File: src/rtl/ac_sensor_spi_master.sv
// SPI mode-0 master for the AC controller's external temperature/humidity sensor.
// Fixed-width MSB-first frames; CS may be held low across frames via cmd_last_i.
module ac_sensor_spi_master #(
  parameter int unsigned DATA_W  = 16,
  parameter int unsigned CLK_DIV = 4
) (
  input  logic              clk_i,
  input  logic              reset_i,
  input  logic              cmd_valid_i,
  output logic              cmd_ready_o,
  input  logic [DATA_W-1:0] cmd_data_i,
  input  logic              cmd_last_i,
  output logic              rsp_valid_o,
  output logic [DATA_W-1:0] rsp_data_o,
  output logic              busy_o,
  output logic              spi_sensor_clk_o,
  output logic              spi_sensor_cs_n_o,
  output logic              spi_sensor_mosi_o,
  input  logic              spi_sensor_miso_i
);

  // CntW sized with CLK_DIV+1 so CLK_DIV=1 still yields a 1-bit counter.
  localparam int unsigned     CntW   = $clog2(CLK_DIV + 1);
  localparam int unsigned     BitW   = $clog2(DATA_W) + 1;
  localparam logic [CntW-1:0] CntMax = CntW'(CLK_DIV - 1);
  localparam logic [BitW-1:0] BitMax = BitW'(DATA_W);

  typedef enum logic [2:0] {
    StIdle,
    StShift,
    StHold,
    StWait,
    StGap
  } state_e;

  state_e            state_q, state_d;
  logic [CntW-1:0]   cnt_q, cnt_d;
  logic [BitW-1:0]   bit_q, bit_d;
  logic [DATA_W-1:0] tx_q, tx_d;
  logic [DATA_W-1:0] rx_q, rx_d;
  logic [DATA_W-1:0] rsp_data_q, rsp_data_d;
  logic              last_q, last_d;
  logic              sclk_q, sclk_d;
  logic              cs_n_q, cs_n_d;
  logic              mosi_q, mosi_d;
  logic              rsp_valid_q, rsp_valid_d;
  logic              accept;
  logic              tick;

  assign cmd_ready_o = ((state_q == StIdle) || (state_q == StWait)) && !reset_i;
  assign accept      = cmd_valid_i && cmd_ready_o;
  assign tick        = (cnt_q == CntMax);

  always_comb begin
    state_d     = state_q;
    cnt_d       = cnt_q;
    bit_d       = bit_q;
    tx_d        = tx_q;
    rx_d        = rx_q;
    rsp_data_d  = rsp_data_q;
    last_d      = last_q;
    sclk_d      = sclk_q;
    cs_n_d      = cs_n_q;
    mosi_d      = mosi_q;
    rsp_valid_d = 1'b0;

    if (accept) begin
      tx_d    = cmd_data_i;
      last_d  = cmd_last_i;
      rx_d    = '0;
      bit_d   = '0;
      cnt_d   = '0;
      sclk_d  = 1'b0;
      cs_n_d  = 1'b0;
      mosi_d  = cmd_data_i[DATA_W-1];
      state_d = StShift;
    end else begin
      unique case (state_q)
        StShift: begin
          if (tick) begin
            cnt_d  = '0;
            sclk_d = ~sclk_q;
            if (!sclk_q) begin
              rx_d  = {rx_q[DATA_W-2:0], spi_sensor_miso_i};
              bit_d = bit_q + 1'b1;
            end else if (bit_q == BitMax) begin
              // Final falling edge: publish the word, MOSI keeps the LSB.
              rsp_valid_d = 1'b1;
              rsp_data_d  = rx_q;
              state_d     = last_q ? StHold : StWait;
            end else begin
              tx_d   = tx_q << 1;
              mosi_d = tx_q[DATA_W-2];
            end
          end else begin
            cnt_d = cnt_q + 1'b1;
          end
        end
        StHold: begin
          if (tick) begin
            cnt_d   = '0;
            cs_n_d  = 1'b1;
            state_d = StGap;
          end else begin
            cnt_d = cnt_q + 1'b1;
          end
        end
        StGap: begin
          if (tick) begin
            cnt_d   = '0;
            state_d = StIdle;
          end else begin
            cnt_d = cnt_q + 1'b1;
          end
        end
        default: ;
      endcase
    end
  end

  always_ff @(posedge clk_i) begin
    if (reset_i) begin
      state_q     <= StIdle;
      cnt_q       <= '0;
      bit_q       <= '0;
      tx_q        <= '0;
      rx_q        <= '0;
      rsp_data_q  <= '0;
      last_q      <= 1'b0;
      sclk_q      <= 1'b0;
      cs_n_q      <= 1'b1;
      mosi_q      <= 1'b0;
      rsp_valid_q <= 1'b0;
    end else begin
      state_q     <= state_d;
      cnt_q       <= cnt_d;
      bit_q       <= bit_d;
      tx_q        <= tx_d;
      rx_q        <= rx_d;
      rsp_data_q  <= rsp_data_d;
      last_q      <= last_d;
      sclk_q      <= sclk_d;
      cs_n_q      <= cs_n_d;
      mosi_q      <= mosi_d;
      rsp_valid_q <= rsp_valid_d;
    end
  end

  assign rsp_valid_o       = rsp_valid_q;
  assign rsp_data_o        = rsp_data_q;
  assign busy_o            = (state_q != StIdle);
  assign spi_sensor_clk_o  = sclk_q;
  assign spi_sensor_cs_n_o = cs_n_q;
  assign spi_sensor_mosi_o = mosi_q;

endmodule
File: config.mk
export PLATFORM = sky130hd
export DESIGN_NAME = ac_sensor_spi_master
export DESIGN_NICKNAME = d
export VERILOG_FILES = /design/src/rtl/ac_sensor_spi_master.sv
export SDC_FILE = /design/constraint.sdc
export NUM_CORES = 1
export LEC_CHECK = 0
export ABC_AREA = 1
export CELL_PAD_IN_SITES_DETAIL_PLACEMENT = 1
export CELL_PAD_IN_SITES_GLOBAL_PLACEMENT = 1
export CORE_MARGIN = 3
export CORE_UTILIZATION = 42
export DETAILED_ROUTE_END_ITERATION = 16
export PLACE_DENSITY_LB_ADDON = 0.3
export SETUP_SLACK_MARGIN = 0.1
export SLEW_MARGIN = 10
export SYNTH_ARGS = -nofsm -noshare
export SYNTH_HDL_FRONTEND = slang
export SYNTH_SLANG_ARGS = --single-unit
File: constraint.sdc
create_clock -name clk_i -period 5.3 [get_ports clk_i]
set_clock_uncertainty 0.15 [all_clocks]
set_input_delay 0.53 -clock clk_i [delete_from_list [all_inputs] [get_ports clk_i]]
set_output_delay 0.53 -clock clk_i [all_outputs]
set_load 0.005 [all_outputs]
==> impl_metrics.yaml <==
synth:
  synth_seq_cells: 63
  synth_edf_count: 0
  synth_ff_type: "dfxtp_1"
  yosysTopAreaCellShare_pct: 46.2
  yosysSeqAreaShare_pct: 46.2
  synthArstFlopShare_pct: 0
  synth_nets: 382
  synth_top_cells_by_area: "dfxtp_1, nor2_1, inv_1"
  synthCells: 358
  synth_top_area_cell: "dfxtp_1"
  yosysWarnings: 0
  netlist_area_sq_um: 2730
  synth_commonest_cells: "dfxtp_1, nor2_1, inv_1, nand2_1, a21oi_1"
  yosys.cell_types.count: 27
  post-synth-top-count-cell: "dfxtp_1"
  syn_area_per_cell_sq_um: 7.63
min_path:
  hold_path.class: "flip-flop to flip-flop"
global_routing:
  grt.total_usage_pct: 19.6
  antenna_found_initial: 0
  grt_pass1_wl_mm: 11.6
  grt_pass1_vias: 2532
  grt_max_degree: 38
  overflow: 0
die:
  start_util_pct: 44.8
  fp-row-count: 28
  fp.dieW_um: 86.6
  die_area_sq_um: 7500
  num_io_pins: 43
  die_h_um: 86.6
  core_sq_um: 6100
cts:
  clk_path_buf_depth: 2
  postCtsSetupBuffers: 0
  ctsHoldBuffers: 0
  cts_tree: "yes"
  clock_latency_ns: 0.33
  clkSlewWorstSetupHoldPaths_ns: 0.06
  htree_levels: 3
  numCtsBuffers: 9
  clockRootBuffer: "clkbuf_8"
  cts_sinks: 63
  post_cts_resized: 0
timing:
  finalSetupTns_ns: 0
  worst_pin_slew_ns: 0.863
  max_freq_mhz: 319
  rsz0062_at_grt: "no"
  drv_slew: 0
  fin_crit_sh_pct: 59.1
  finalHoldWorstSlack_ns: 0.307
  slew_headroom_pct: 42.3
  setup_violations: 0
  final-hold-violation-count: 0
  fin_crit_ns: 3.13
drt:
  drt-total-wl_mm: 6.63
  antenna_left: 0
  wire_per_inst_um: 14.0
  via_count: 2426
  drt-pass1-iter-count: 3
  via_per_inst: 5.11
  drc: 0
  drt_iter0_markers: 72
critical_path:
  critPathKind: "input port to primary output"
  worstPathArrival_ns: 2.45
  cp-end-kind: "primary output"
  critPathLaunchType: "input port"
  cp_data_required_time_ns: 4.62
  crit_fanout: 18
final_layout:
  nets: 420
  final_util_pct: 54.5
  antenna_cells: 0
  area_delta_synth_final_pct: 21.8
  drive_gt1_share_pct: 11.0
placement:
  io_buffers: 42
  dp_hpwl_mm: 4.66
  gp_congestion: 0.789
pwr:
  vdd.ir_drop.worst_uv: 223
  power_density_nw_per_um2: 285
  p_leak_nw: 1.32
outcome:
  status: "completed"
run:
  drv_cap: 0
[worst max-delay path, cell delays in order]
cell and delay, ns:
clkdlybuf4s50_1 0.84, nor3_4 0.51, clkdlybuf4s50_1 0.57
[routing by layer]
| metal | wire [um] | share of wire (%) | vias up | track usage [%] |
|---|---|---|---|---|
| li1 | - | - | 1219 | - |
| met4 | 94 | 1.4 | 0 | 8.64 |
| met3 | 199 | 3.0 | 7 | 4.47 |
| met2 | 3280 | 50 | 36 | 33.4 |
| met5 | 0 | 0 | - | 0 |
| met1 | 3050 | 46 | 1164 | 23.6 |
[kinds of logic (layout without fill, tap and decap cells)]
| family | count (synthesis) | after routing | share of synthesized area (%) |
|---|---|---|---|
| AO/OA/AOI/OAI | 78 | 78 | 17.5 |
| adder cells (fa/ha/maj) | 3 | 3 | 1.38 |
| buffers and inverters | 68 | 110 | 10.9 |
| flip-flops | 63 | 63 | 46.2 |
| AND/OR/NAND/NOR | 146 | 146 | 24.1 |
[final cells by class]
class | count | area [sq um]
clock buffer | 11 | 131
clock inverter | 4 | 47.5
fill | 785 | 2770
inverter | 53 | 199
multi-input combinational | 227 | 1170
sequential | 63 | 1260
tap | 75 | 93.8
timing repair buffer | 42 | 420
[stage by stage]
step                      area (sq um)  instances  total power [mW]  worst slack [ns]
after floorplan                   2730        358             0.542              3.47
after global placement            3150        460             0.567              2.14
after detailed placement          3150        460             0.570              2.08
after CTS                         3320        475             0.959              2.14
after global routing              3320        475             0.992              2.04
final                             3320        475             0.947              2.17
[final timing paths]
path	from	end	slack (ns)	cells after the start
worst max-delay path	reset_i	cmd_ready_o	2.17	3
worst min-delay path	cnt_q[2]	cnt_q[2]	0.31	2
worst max register to register	cnt_q[0]	bit_q[4]	2.85	8
worst min register to register	cnt_q[2]	cnt_q[2]	0.31	2
[registers in the layout, summed over array words and instances, names as in the netlist]
| name | cells |
|---|---|
| rsp_data_o | 16 |
| rx_q | 16 |
| tx_q | 15 |
| bit_q | 5 |
| cnt_q | 3 |
| state_q | 3 |
| last_q | 1 |
| rsp_valid_o | 1 |
| spi_sensor_clk_o | 1 |
| spi_sensor_cs_n_o | 1 |
| spi_sensor_mosi_o | 1 |
[cells in the final DEF, fill, tap and decap left out, drive strengths merged]
cell type | Yosys | routed
nand4 | 2 | 2
clkdlybuf4s50 | 0 | 42
nor3 | 2 | 2
a211oi | 17 | 17
clkinv | 0 | 2
o21ai | 24 | 24
bufinv | 0 | 1
dfxtp | 63 | 63
nor2 | 65 | 65
clkinvlp | 0 | 1
clkbuf | 3 | 11
a21oi | 36 | 36
inv | 53 | 53
nor3b | 1 | 1
ha | 3 | 3
nand2 | 53 | 53
nand3 | 23 | 23
o211ai | 1 | 1
[power breakdown]
| part | switching [mW] | internal [mW] |
|---|---|---|
| registers | 0.00534 | 0.482 |
| logic | 0.0409 | 0.0311 |
| clock network | 0.174 | 0.213 |
Note: power is estimated with default switching activity, not from simulation.
